$ cat src/rtl/pipe_hazard_ctrl_if.sv
// Decode/EX-side bundle for the pipeline hazard controller.
// The master drives decode/EX state and cnt_clr; the slave (controller) returns stall, squash and counter outputs.
interface pipe_hazard_ctrl_if #(
  parameter int unsigned CNT_W = 16
);
  logic             id_instr_flush;
  logic             id_instr_flush_2;
  logic [2:0]       id_source_a;
  logic [2:0]       id_source_b;
  logic             id_uses_a;
  logic             id_uses_b;
  logic [2:0]       ex_dest;
  logic             ex_reg_write_en;
  logic             ex_datamem_read_en;
  logic             cnt_clr;
  logic             pc_stall;
  logic             if_id_stall;
  logic             id_ex_bubble;
  logic             del_instr;
  logic             del_instr_2;
  logic [CNT_W-1:0] stall_count;
  logic [CNT_W-1:0] flush_count;

  modport master (
    output id_instr_flush, id_instr_flush_2, id_source_a, id_source_b, id_uses_a, id_uses_b,
           ex_dest, ex_reg_write_en, ex_datamem_read_en, cnt_clr,
    input  pc_stall, if_id_stall, id_ex_bubble, del_instr, del_instr_2, stall_count, flush_count
  );

  modport slave (
    input  id_instr_flush, id_instr_flush_2, id_source_a, id_source_b, id_uses_a, id_uses_b,
           ex_dest, ex_reg_write_en, ex_datamem_read_en, cnt_clr,
    output pc_stall, if_id_stall, id_ex_bubble, del_instr, del_instr_2, stall_count, flush_count
  );
endinterface

$ cat src/rtl/pipe_hazard_ctrl.sv
// Load-use stall, control-transfer squash shadow and saturating perf counters for the
// 6-stage IITB-RISC pipeline.
module pipe_hazard_ctrl #(
  parameter int unsigned CNT_W = 16
) (
  input logic              clk,
  input logic              reset,
  pipe_hazard_ctrl_if.slave bus
);

  typedef enum logic [1:0] {StRun, StSh1, StSh2} state_e;

  state_e           state_q;
  logic             pend2_q;
  logic             del_q;
  logic             del2_q;
  logic [CNT_W-1:0] stall_cnt_q;
  logic [CNT_W-1:0] flush_cnt_q;

  logic id_valid;
  logic src_match;
  logic hazard;
  logic flush_acc;

  always_comb begin
    id_valid  = ~del_q & ~del2_q;
    src_match = (bus.id_uses_a & (bus.ex_dest == bus.id_source_a)) |
                (bus.id_uses_b & (bus.ex_dest == bus.id_source_b));
    // Gated by reset so the stall group is also quiet in the reset cycle.
    hazard    = ~reset & id_valid & bus.ex_datamem_read_en & bus.ex_reg_write_en & src_match;
    flush_acc = ~reset & id_valid & ~hazard & bus.id_instr_flush;
  end

  always_ff @(posedge clk) begin
    if (reset) begin
      state_q <= StRun;
      pend2_q <= 1'b0;
      del_q   <= 1'b0;
      del2_q  <= 1'b0;
    end else begin
      unique case (state_q)
        StRun: begin
          if (flush_acc) begin
            state_q <= StSh1;
            pend2_q <= bus.id_instr_flush_2;
            del_q   <= 1'b1;
          end
        end
        StSh1: begin
          del_q   <= 1'b0;
          pend2_q <= 1'b0;
          if (pend2_q) begin
            state_q <= StSh2;
            del2_q  <= 1'b1;
          end else begin
            state_q <= StRun;
          end
        end
        StSh2: begin
          del2_q  <= 1'b0;
          state_q <= StRun;
        end
        default: begin
          state_q <= StRun;
          pend2_q <= 1'b0;
          del_q   <= 1'b0;
          del2_q  <= 1'b0;
        end
      endcase
    end
  end

  always_ff @(posedge clk) begin
    if (reset || bus.cnt_clr) begin
      stall_cnt_q <= '0;
      flush_cnt_q <= '0;
    end else begin
      if (hazard && !(&stall_cnt_q)) begin
        stall_cnt_q <= stall_cnt_q + 1'b1;
      end
      if (flush_acc && !(&flush_cnt_q)) begin
        flush_cnt_q <= flush_cnt_q + 1'b1;
      end
    end
  end

  assign bus.pc_stall     = hazard;
  assign bus.if_id_stall  = hazard;
  assign bus.id_ex_bubble = hazard;
  assign bus.del_instr    = del_q;
  assign bus.del_instr_2  = del2_q;
  assign bus.stall_count  = stall_cnt_q;
  assign bus.flush_count  = flush_cnt_q;

endmodule

$ cat src/flat_wrapper.sv
// flat-port wrapper written by rule: the top's interface ports become plain ports
module pipe_hazard_ctrl_flat 
#(
  parameter int unsigned CNT_W = 16
)
  (clk, reset, bus_id_instr_flush, bus_id_instr_flush_2, bus_id_source_a, bus_id_source_b, bus_id_uses_a, bus_id_uses_b, bus_ex_dest, bus_ex_reg_write_en, bus_ex_datamem_read_en, bus_cnt_clr, bus_pc_stall, bus_if_id_stall, bus_id_ex_bubble, bus_del_instr, bus_del_instr_2, bus_stall_count, bus_flush_count);
  pipe_hazard_ctrl_if #(.CNT_W(CNT_W)) bus_i ();
  input logic clk;
  input logic reset;
  input wire logic [$bits(bus_i.id_instr_flush)-1:0] bus_id_instr_flush;
  input wire logic [$bits(bus_i.id_instr_flush_2)-1:0] bus_id_instr_flush_2;
  input wire logic [$bits(bus_i.id_source_a)-1:0] bus_id_source_a;
  input wire logic [$bits(bus_i.id_source_b)-1:0] bus_id_source_b;
  input wire logic [$bits(bus_i.id_uses_a)-1:0] bus_id_uses_a;
  input wire logic [$bits(bus_i.id_uses_b)-1:0] bus_id_uses_b;
  input wire logic [$bits(bus_i.ex_dest)-1:0] bus_ex_dest;
  input wire logic [$bits(bus_i.ex_reg_write_en)-1:0] bus_ex_reg_write_en;
  input wire logic [$bits(bus_i.ex_datamem_read_en)-1:0] bus_ex_datamem_read_en;
  input wire logic [$bits(bus_i.cnt_clr)-1:0] bus_cnt_clr;
  output wire logic [$bits(bus_i.pc_stall)-1:0] bus_pc_stall;
  output wire logic [$bits(bus_i.if_id_stall)-1:0] bus_if_id_stall;
  output wire logic [$bits(bus_i.id_ex_bubble)-1:0] bus_id_ex_bubble;
  output wire logic [$bits(bus_i.del_instr)-1:0] bus_del_instr;
  output wire logic [$bits(bus_i.del_instr_2)-1:0] bus_del_instr_2;
  output wire logic [$bits(bus_i.stall_count)-1:0] bus_stall_count;
  output wire logic [$bits(bus_i.flush_count)-1:0] bus_flush_count;
  assign bus_i.id_instr_flush = bus_id_instr_flush;
  assign bus_i.id_instr_flush_2 = bus_id_instr_flush_2;
  assign bus_i.id_source_a = bus_id_source_a;
  assign bus_i.id_source_b = bus_id_source_b;
  assign bus_i.id_uses_a = bus_id_uses_a;
  assign bus_i.id_uses_b = bus_id_uses_b;
  assign bus_i.ex_dest = bus_ex_dest;
  assign bus_i.ex_reg_write_en = bus_ex_reg_write_en;
  assign bus_i.ex_datamem_read_en = bus_ex_datamem_read_en;
  assign bus_i.cnt_clr = bus_cnt_clr;
  assign bus_pc_stall = bus_i.pc_stall;
  assign bus_if_id_stall = bus_i.if_id_stall;
  assign bus_id_ex_bubble = bus_i.id_ex_bubble;
  assign bus_del_instr = bus_i.del_instr;
  assign bus_del_instr_2 = bus_i.del_instr_2;
  assign bus_stall_count = bus_i.stall_count;
  assign bus_flush_count = bus_i.flush_count;
  pipe_hazard_ctrl #(.CNT_W(CNT_W)) u_core (.clk(clk), .reset(reset), .bus(bus_i));
endmodule
$ cat config.mk
export PLATFORM = sky130hd
export DESIGN_NAME = pipe_hazard_ctrl_flat
export DESIGN_NICKNAME = d
export VERILOG_FILES = /design/src/rtl/pipe_hazard_ctrl_if.sv /design/src/rtl/pipe_hazard_ctrl.sv /design/src/flat_wrapper.sv
export SDC_FILE = /design/constraint.sdc
export NUM_CORES = 1
export LEC_CHECK = 0
export BUFFER_PORTS_ARGS = -buffer_cell sky130_fd_sc_hd__clkbuf_2
export CAP_MARGIN = 5
export CORE_ASPECT_RATIO = 1.25
export CORE_MARGIN = 3
export CORE_UTILIZATION = 40
export DETAILED_ROUTE_END_ITERATION = 8
export HOLD_SLACK_MARGIN = 0.08
export RECOVER_POWER = 100
export SETUP_SLACK_MARGIN = 0.15
export SLEW_MARGIN = 20
export SYNTH_ARGS = -nofsm -noshare
export SYNTH_HDL_FRONTEND = slang
export SYNTH_SLANG_ARGS = --single-unit
$ cat constraint.sdc
create_clock -name clk -period 4.7 [get_ports clk]
set_clock_uncertainty 0.1 [all_clocks]
set_input_delay 0.47 -clock clk [delete_from_list [all_inputs] [get_ports clk]]
set_output_delay 0.47 -clock clk [all_outputs]
set_load 0.02 [all_outputs]
Yosys cells after proc, flatten, opt, wreduce, memory -nomap -nowiden
Cells that the tools add are included.
Cells by class
  add/sub/neg operators: 2
  equality and inequality tests: 6
  multiplexer cells: 9
  bitwise gates (word level): 16
  reduce and logical (&&, ||, !) cells: 10
Operators with widths (number)
  adder 16 x 1 -> 16 bit, second input constant: 2
  AND reduction 16 bit: 2
  AND 1 bit: 9
  equality test 3 bit: 2
  NOT 1 bit: 6
  one-hot mux 1 bit (2 select lines): 3
  2-to-1 mux 2 bit: 2
  inequality test 2 x 1 -> 1 bit, second input constant: 2
  one-hot mux 2 bit (2 select lines): 1
  AND reduction 2 bit: 2
  2-to-1 mux 1 bit: 3
  equality test 2 x 1 -> 1 bit, second input constant: 1
  equality test 2 bit, second input constant: 1
  logical AND 1 bit: 2
  logical NOT 1 bit: 2
  logical NOT 2 bit: 1
  logical OR 1 bit: 1
  OR 1 bit: 1
Storage, ports and cells
  flip-flop bits (word level): 37
  bits of input ports: 18
  output and inout port bits: 37
  word-level logic and storage cells: 49

Logic depth before layout (Yosys ltp)
  depth after elaboration: 11
  gate-level depth with buffers: 7
  gate-level depth less buffers: 6

Worst setup path before layout
Ideal clock, no wire load.
  path kind: input -> output
  start: input bus_ex_dest[1]
  end: output bus_if_id_stall
  data arrival time: 1.468 ns
  required time: 4.130 ns
  path slack: 2.662 ns
  stages on the path: 6
  path buffers: 2
  path through: xnor2_1 nand4_1 a21o_4 inv_2 buf_2 buf_4
On the way
  longest elaborated chain between the ends: 4
  elaborated cells on any way between the ends: 6
  those cells by class: eq/ne: 2; bitwise: 4
Ends and longest elaborated chain
  start: declaration: RTL line flat_wrapper.sv:16  | input wire logic [$bits(bus_i.ex_dest)-1:0] bus_ex_dest;
  equality test 3 bit, on equally long branches: RTL line pipe_hazard_ctrl.sv:27, pipe_hazard_ctrl.sv:28
  AND 1 bit, on equally long branches: RTL line pipe_hazard_ctrl.sv:27, pipe_hazard_ctrl.sv:28
  OR 1 bit *: RTL line pipe_hazard_ctrl.sv:27  | src_match = (bus.id_uses_a & (bus.ex_dest == bus.id_source_a)) |
  AND 1 bit *: RTL line pipe_hazard_ctrl.sv:30  | hazard = ~reset & id_valid & bus.ex_datamem_read_en & bus.ex_reg_write_en & src_match;
  end: declaration: RTL line flat_wrapper.sv:21  | output wire logic [$bits(bus_i.if_id_stall)-1:0] bus_if_id_stall;
Every way passes the cells marked *; elsewhere a longest branch is shown, timed or not.

Worst setup path after layout
  start: input reset
  end: output bus_id_ex_bubble
On the way
  longest elaborated chain between the ends: 5
Ends and longest elaborated chain
  start: declaration: RTL line flat_wrapper.sv:9  | input logic reset;
  NOT 1 bit: RTL line pipe_hazard_ctrl.sv:30
  AND 1 bit (4 in series): RTL line pipe_hazard_ctrl.sv:30
  end: declaration: RTL line flat_wrapper.sv:22  | output wire logic [$bits(bus_i.id_ex_bubble)-1:0] bus_id_ex_bubble;
Every way passes these cells.

==> flow_results.xml <==
<?xml version="1.0" encoding="UTF-8"?>
<metrics>
  <group name="finish">
    <metric name="synthToLayoutAreaGrowth" unit="%">16.2</metric>
    <metric name="finish.net_count" unit="">302</metric>
    <metric name="finish.utilization" unit="%">48.8</metric>
    <metric name="layout_commonest_cell" unit="">clkbuf_1</metric>
    <metric name="layout_common_cells" unit="">clkbuf_1, dfxtp_1, a21oi_1</metric>
    <metric name="num_antenna_cells" unit="">0</metric>
    <metric name="drive_gt1_share" unit="%">10.6</metric>
  </group>
  <group name="critical_path">
    <metric name="startpoint_class_of_the_critical_path" unit="">input port</metric>
    <metric name="cp_startpoint" unit="">reset</metric>
    <metric name="critPathMaxFanout" unit="">36</metric>
    <metric name="worst_ep_arrival_time" unit="ns">2.73</metric>
    <metric name="worst_ep_required_time" unit="ns">4.13</metric>
    <metric name="slowest_stage" unit="">inv_1</metric>
    <metric name="critical_path.n_buffers_inverters" unit="">3</metric>
    <metric name="reg2reg_from" unit="">u_core.bus.del_instr</metric>
    <metric name="slowest_delay" unit="ns">0.69</metric>
    <metric name="critPathMostFrequentCell" unit="">clkbuf_1</metric>
    <metric name="critical_path.cell_chain" unit="">clkbuf_1 -&gt; nor3_1 -&gt; nand3_1 -&gt; a21o_1 -&gt; inv_1 -&gt; clkbuf_1</metric>
    <metric name="cpLargestDelayFamily" unit="">buffers and inverters</metric>
    <metric name="setup.worst_path.class" unit="">in -&gt; out</metric>
    <metric name="critical_path.endpoint_type" unit="">primary output</metric>
  </group>
  <group name="yosys">
    <metric name="yosysWarnings" unit="">0</metric>
    <metric name="synthArstFlopShare" unit="%">0</metric>
    <metric name="postSynthNetCount" unit="">254</metric>
    <metric name="synthesis.instances" unit="">234</metric>
    <metric name="syn-mean-instance-area" unit="um^2">8.61</metric>
    <metric name="count_of_different_cell_masters_after_synthesis" unit="">42</metric>
    <metric name="ys.flop_type" unit="">dfxtp_1</metric>
    <metric name="ys_seq_elements" unit="">37</metric>
    <metric name="summed_instance_area_of_the_synthesized_netlist" unit="um^2">2020</metric>
    <metric name="synth-edff-count" unit="">0</metric>
    <metric name="ys_seq_area_share" unit="%">36.7</metric>
  </group>
  <group name="sta">
    <metric name="tightestPinTransition" unit="ns">0.933</metric>
    <metric name="min_period" unit="ns">3.30</metric>
    <metric name="fin_crit_sh" unit="%">70.2</metric>
    <metric name="finalSetupViolations" unit="">0</metric>
    <metric name="setup_tns" unit="ns">0</metric>
    <metric name="hold_violations" unit="">0</metric>
    <metric name="finalMaxSlewViolations" unit="">0</metric>
    <metric name="max-slew-margin-rel" unit="%">37.8</metric>
    <metric name="grt_setup_unrepaired" unit="">no</metric>
    <metric name="timing.fmax" unit="MHz">303</metric>
  </group>
  <group name="pwr">
    <metric name="cellLeakagePower" unit="nW">0.736</metric>
    <metric name="power_frac_seq" unit="%">49.4</metric>
    <metric name="pwr-share-comb" unit="%">5.8</metric>
    <metric name="power_report.internal_total" unit="W">0.000502</metric>
    <metric name="clkPwrFrac" unit="%">44.8</metric>
    <metric name="net-switching-power" unit="W">0.000140</metric>
    <metric name="netSwitchingFraction" unit="%">21.8</metric>
    <metric name="power_per_cell_area" unit="nW/um^2">274</metric>
    <metric name="irDropWorstVdd" unit="V">0.000179</metric>
  </group>
  <group name="floorplanning">
    <metric name="num_rows" unit="">28</metric>
    <metric name="fp.dieArea" unit="um^2">5930</metric>
    <metric name="fp.dieW" unit="um">69.5</metric>
    <metric name="die_h" unit="um">85.4</metric>
    <metric name="initial_utilization" unit="%">42.0</metric>
    <metric name="core_region_area" unit="um^2">4800</metric>
    <metric name="io_pins" unit="">55</metric>
  </group>
  <group name="worst_hold_path">
    <metric name="holdCritStartpoint" unit="">bus_id_instr_flush_2</metric>
    <metric name="hp-class" unit="">in -&gt; reg</metric>
  </group>
  <group name="clock_network">
    <metric name="post_cts.repair.setup_buffers" unit="">0</metric>
    <metric name="clkSlewWorstSetupHoldPaths" unit="ns">0.07</metric>
    <metric name="cts_hold_buf" unit="">0</metric>
    <metric name="tritoncts_clock_tree" unit="">yes</metric>
    <metric name="cts_buffers" unit="">5</metric>
    <metric name="post_cts_resize_count" unit="">0</metric>
    <metric name="clock_tree.root_cell" unit="">clkbuf_8</metric>
    <metric name="cts-htree-levels" unit="">2</metric>
    <metric name="insertion_delay" unit="ns">0.29</metric>
    <metric name="clock_sink_count" unit="">37</metric>
    <metric name="clock_path_buffers" unit="">2</metric>
  </group>
  <group name="grt">
    <metric name="wire_length_of_the_first_global_routing_pass" unit="um">8630</metric>
    <metric name="grt_pass1_vias" unit="">1909</metric>
    <metric name="antenna_found_initial" unit="">0</metric>
    <metric name="grt_start_max_net_pins" unit="">37</metric>
    <metric name="grt_residual_overflow" unit="">0</metric>
    <metric name="global_route.usage.total" unit="%">17.5</metric>
  </group>
  <group name="flow_run">
    <metric name="cap_violations" unit="">0</metric>
  </group>
  <group name="drt">
    <metric name="dr.pass1.iters" unit="">5</metric>
    <metric name="post-route-drc-count" unit="">0</metric>
    <metric name="drt-initial-drc-count" unit="">92</metric>
    <metric name="num_vias" unit="">1985</metric>
    <metric name="route.final.wire_length" unit="um">4970</metric>
    <metric name="antenna_violating_nets_post_route" unit="">0</metric>
    <metric name="routedWlPerCell" unit="um">14.5</metric>
    <metric name="route.detailed.vias_per_inst" unit="">5.79</metric>
  </group>
  <group name="placement">
    <metric name="place_congestion" unit="">0.739</metric>
    <metric name="detail_placement_hpwl" unit="um">3530</metric>
    <metric name="io_buffers" unit="">54</metric>
  </group>
  <group name="status">
    <metric name="status" unit="">finished, final reports clean</metric>
  </group>
</metrics>
==> synth_stat cells (2+ instances only) <==
library cell / instances / area share, %
o31ai_1: 12 / 4.5
a31oi_1: 2 / 0.62
xnor2_1: 6 / 2.6
o21ai_0: 7 / 1.7
ha_1: 2 / 1.2
clkbuf_1: 7 / 1.3
nand3_1: 12 / 3.0
o41ai_1: 4 / 1.7
or4b_1: 4 / 2.0
or4_1: 13 / 4.8
or2_2: 2 / 0.62
and4_1: 5 / 2.2
nand4_1: 14 / 4.3
nor2_1: 9 / 1.7
mux2i_1: 6 / 3.0
a21oi_1: 25 / 6.2
and2_1: 2 / 0.62
a41o_1: 3 / 1.5
or3_1: 11 / 3.4
and3_1: 2 / 0.62
nand2_1: 23 / 4.3
dfxtp_1: 37 / 37
nor4_1: 3 / 0.93
buf_4: 2 / 0.74
buf_2: 2 / 0.50
nor3_1: 3 / 0.74
==> worst reg2reg max path, cell delays in order, from the launching register on <==
cell	delay, ns
dfxtp_1	0.36
nor3_1	0.11
nand3_1	0.12
a21o_1	0.70
inv_1	0.62
or4b_1	0.67
mux2i_1	0.13
==> cell type report <==
cell class | count | area, um^2
clock inverters | 1 | 30.0
clock buffers | 7 | 86.3
well taps | 60 | 75.1
repair buffers | 54 | 223
flip-flops and latches | 37 | 741
fillers | 495 | 2460
multi-input cells | 183 | 1180
inverters | 1 | 3.75
==> through the flow <==
stage | cells | setup slack, ns | hold slack [ns] | cell area, um^2 | total power (W)
2_1_floorplan | 234 | 2.66 | 0.322 | 2020 | 0.000349
3_3_place_gp | 335 | 2.27 | 0.343 | 2290 | 0.000363
3_5_place_dp | 335 | 2.24 | 0.351 | 2290 | 0.000364
4_1_cts | 343 | 2.20 | 0.299 | 2410 | 0.000653
5_1_grt | 343 | 1.15 | 0.341 | 2340 | 0.000669
6_report | 343 | 1.40 | 0.311 | 2340 | 0.000642
==> power groups by stage <==
stage / registers [W] / clock network, W / logic, W
floorplan: 0.000326 / 0 / 0.0000234
CTS: 0.000318 / 0.000296 / 0.0000393
finish: 0.000317 / 0.000288 / 0.0000372
global route: 0.000317 / 0.000310 / 0.0000416
detailed placement: 0.000325 / 0 / 0.0000391
global placement: 0.000325 / 0 / 0.0000385
==> cell families after synthesis <==
logic type	Yosys count	synth area share, %
compound gates	60	20.4
xor+xnor	6	2.61
fa+ha+maj	2	1.24
buf+inv	14	3.48
flops	37	36.7
mux	6	2.98
simple gates	109	32.6
==> final timing paths <==
path	slack, ns	depth (start not counted)	end
worst min-delay path	0.31	3	u_core.pend2_q
worst max register to register	1.79	6	u_core.bus.flush_count[9]
worst min register to register	0.36	2	u_core.state_q[1]
worst max-delay path	1.40	6	bus_id_ex_bubble
==> registers in the layout, indices dropped and copies added, names as in the netlist <==
signal,count
u_core.bus.flush_count,16
u_core.bus.stall_count,16
u_core.state_q,2
u_core.bus.del_instr,1
u_core.bus.del_instr_2,1
u_core.pend2_q,1
==> per-layer routing <==
metal	global-route usage [%]	wire (um)	share of wire (%)	up-vias
met5	0	0	0	-
met4	7.28	88	1.8	0
met3	4.38	219	4.4	11
met2	30.9	2480	50	42
met1	19.9	2180	44	920
li1	-	-	-	1012
Note: power is estimated with default switching activity, not from simulation.
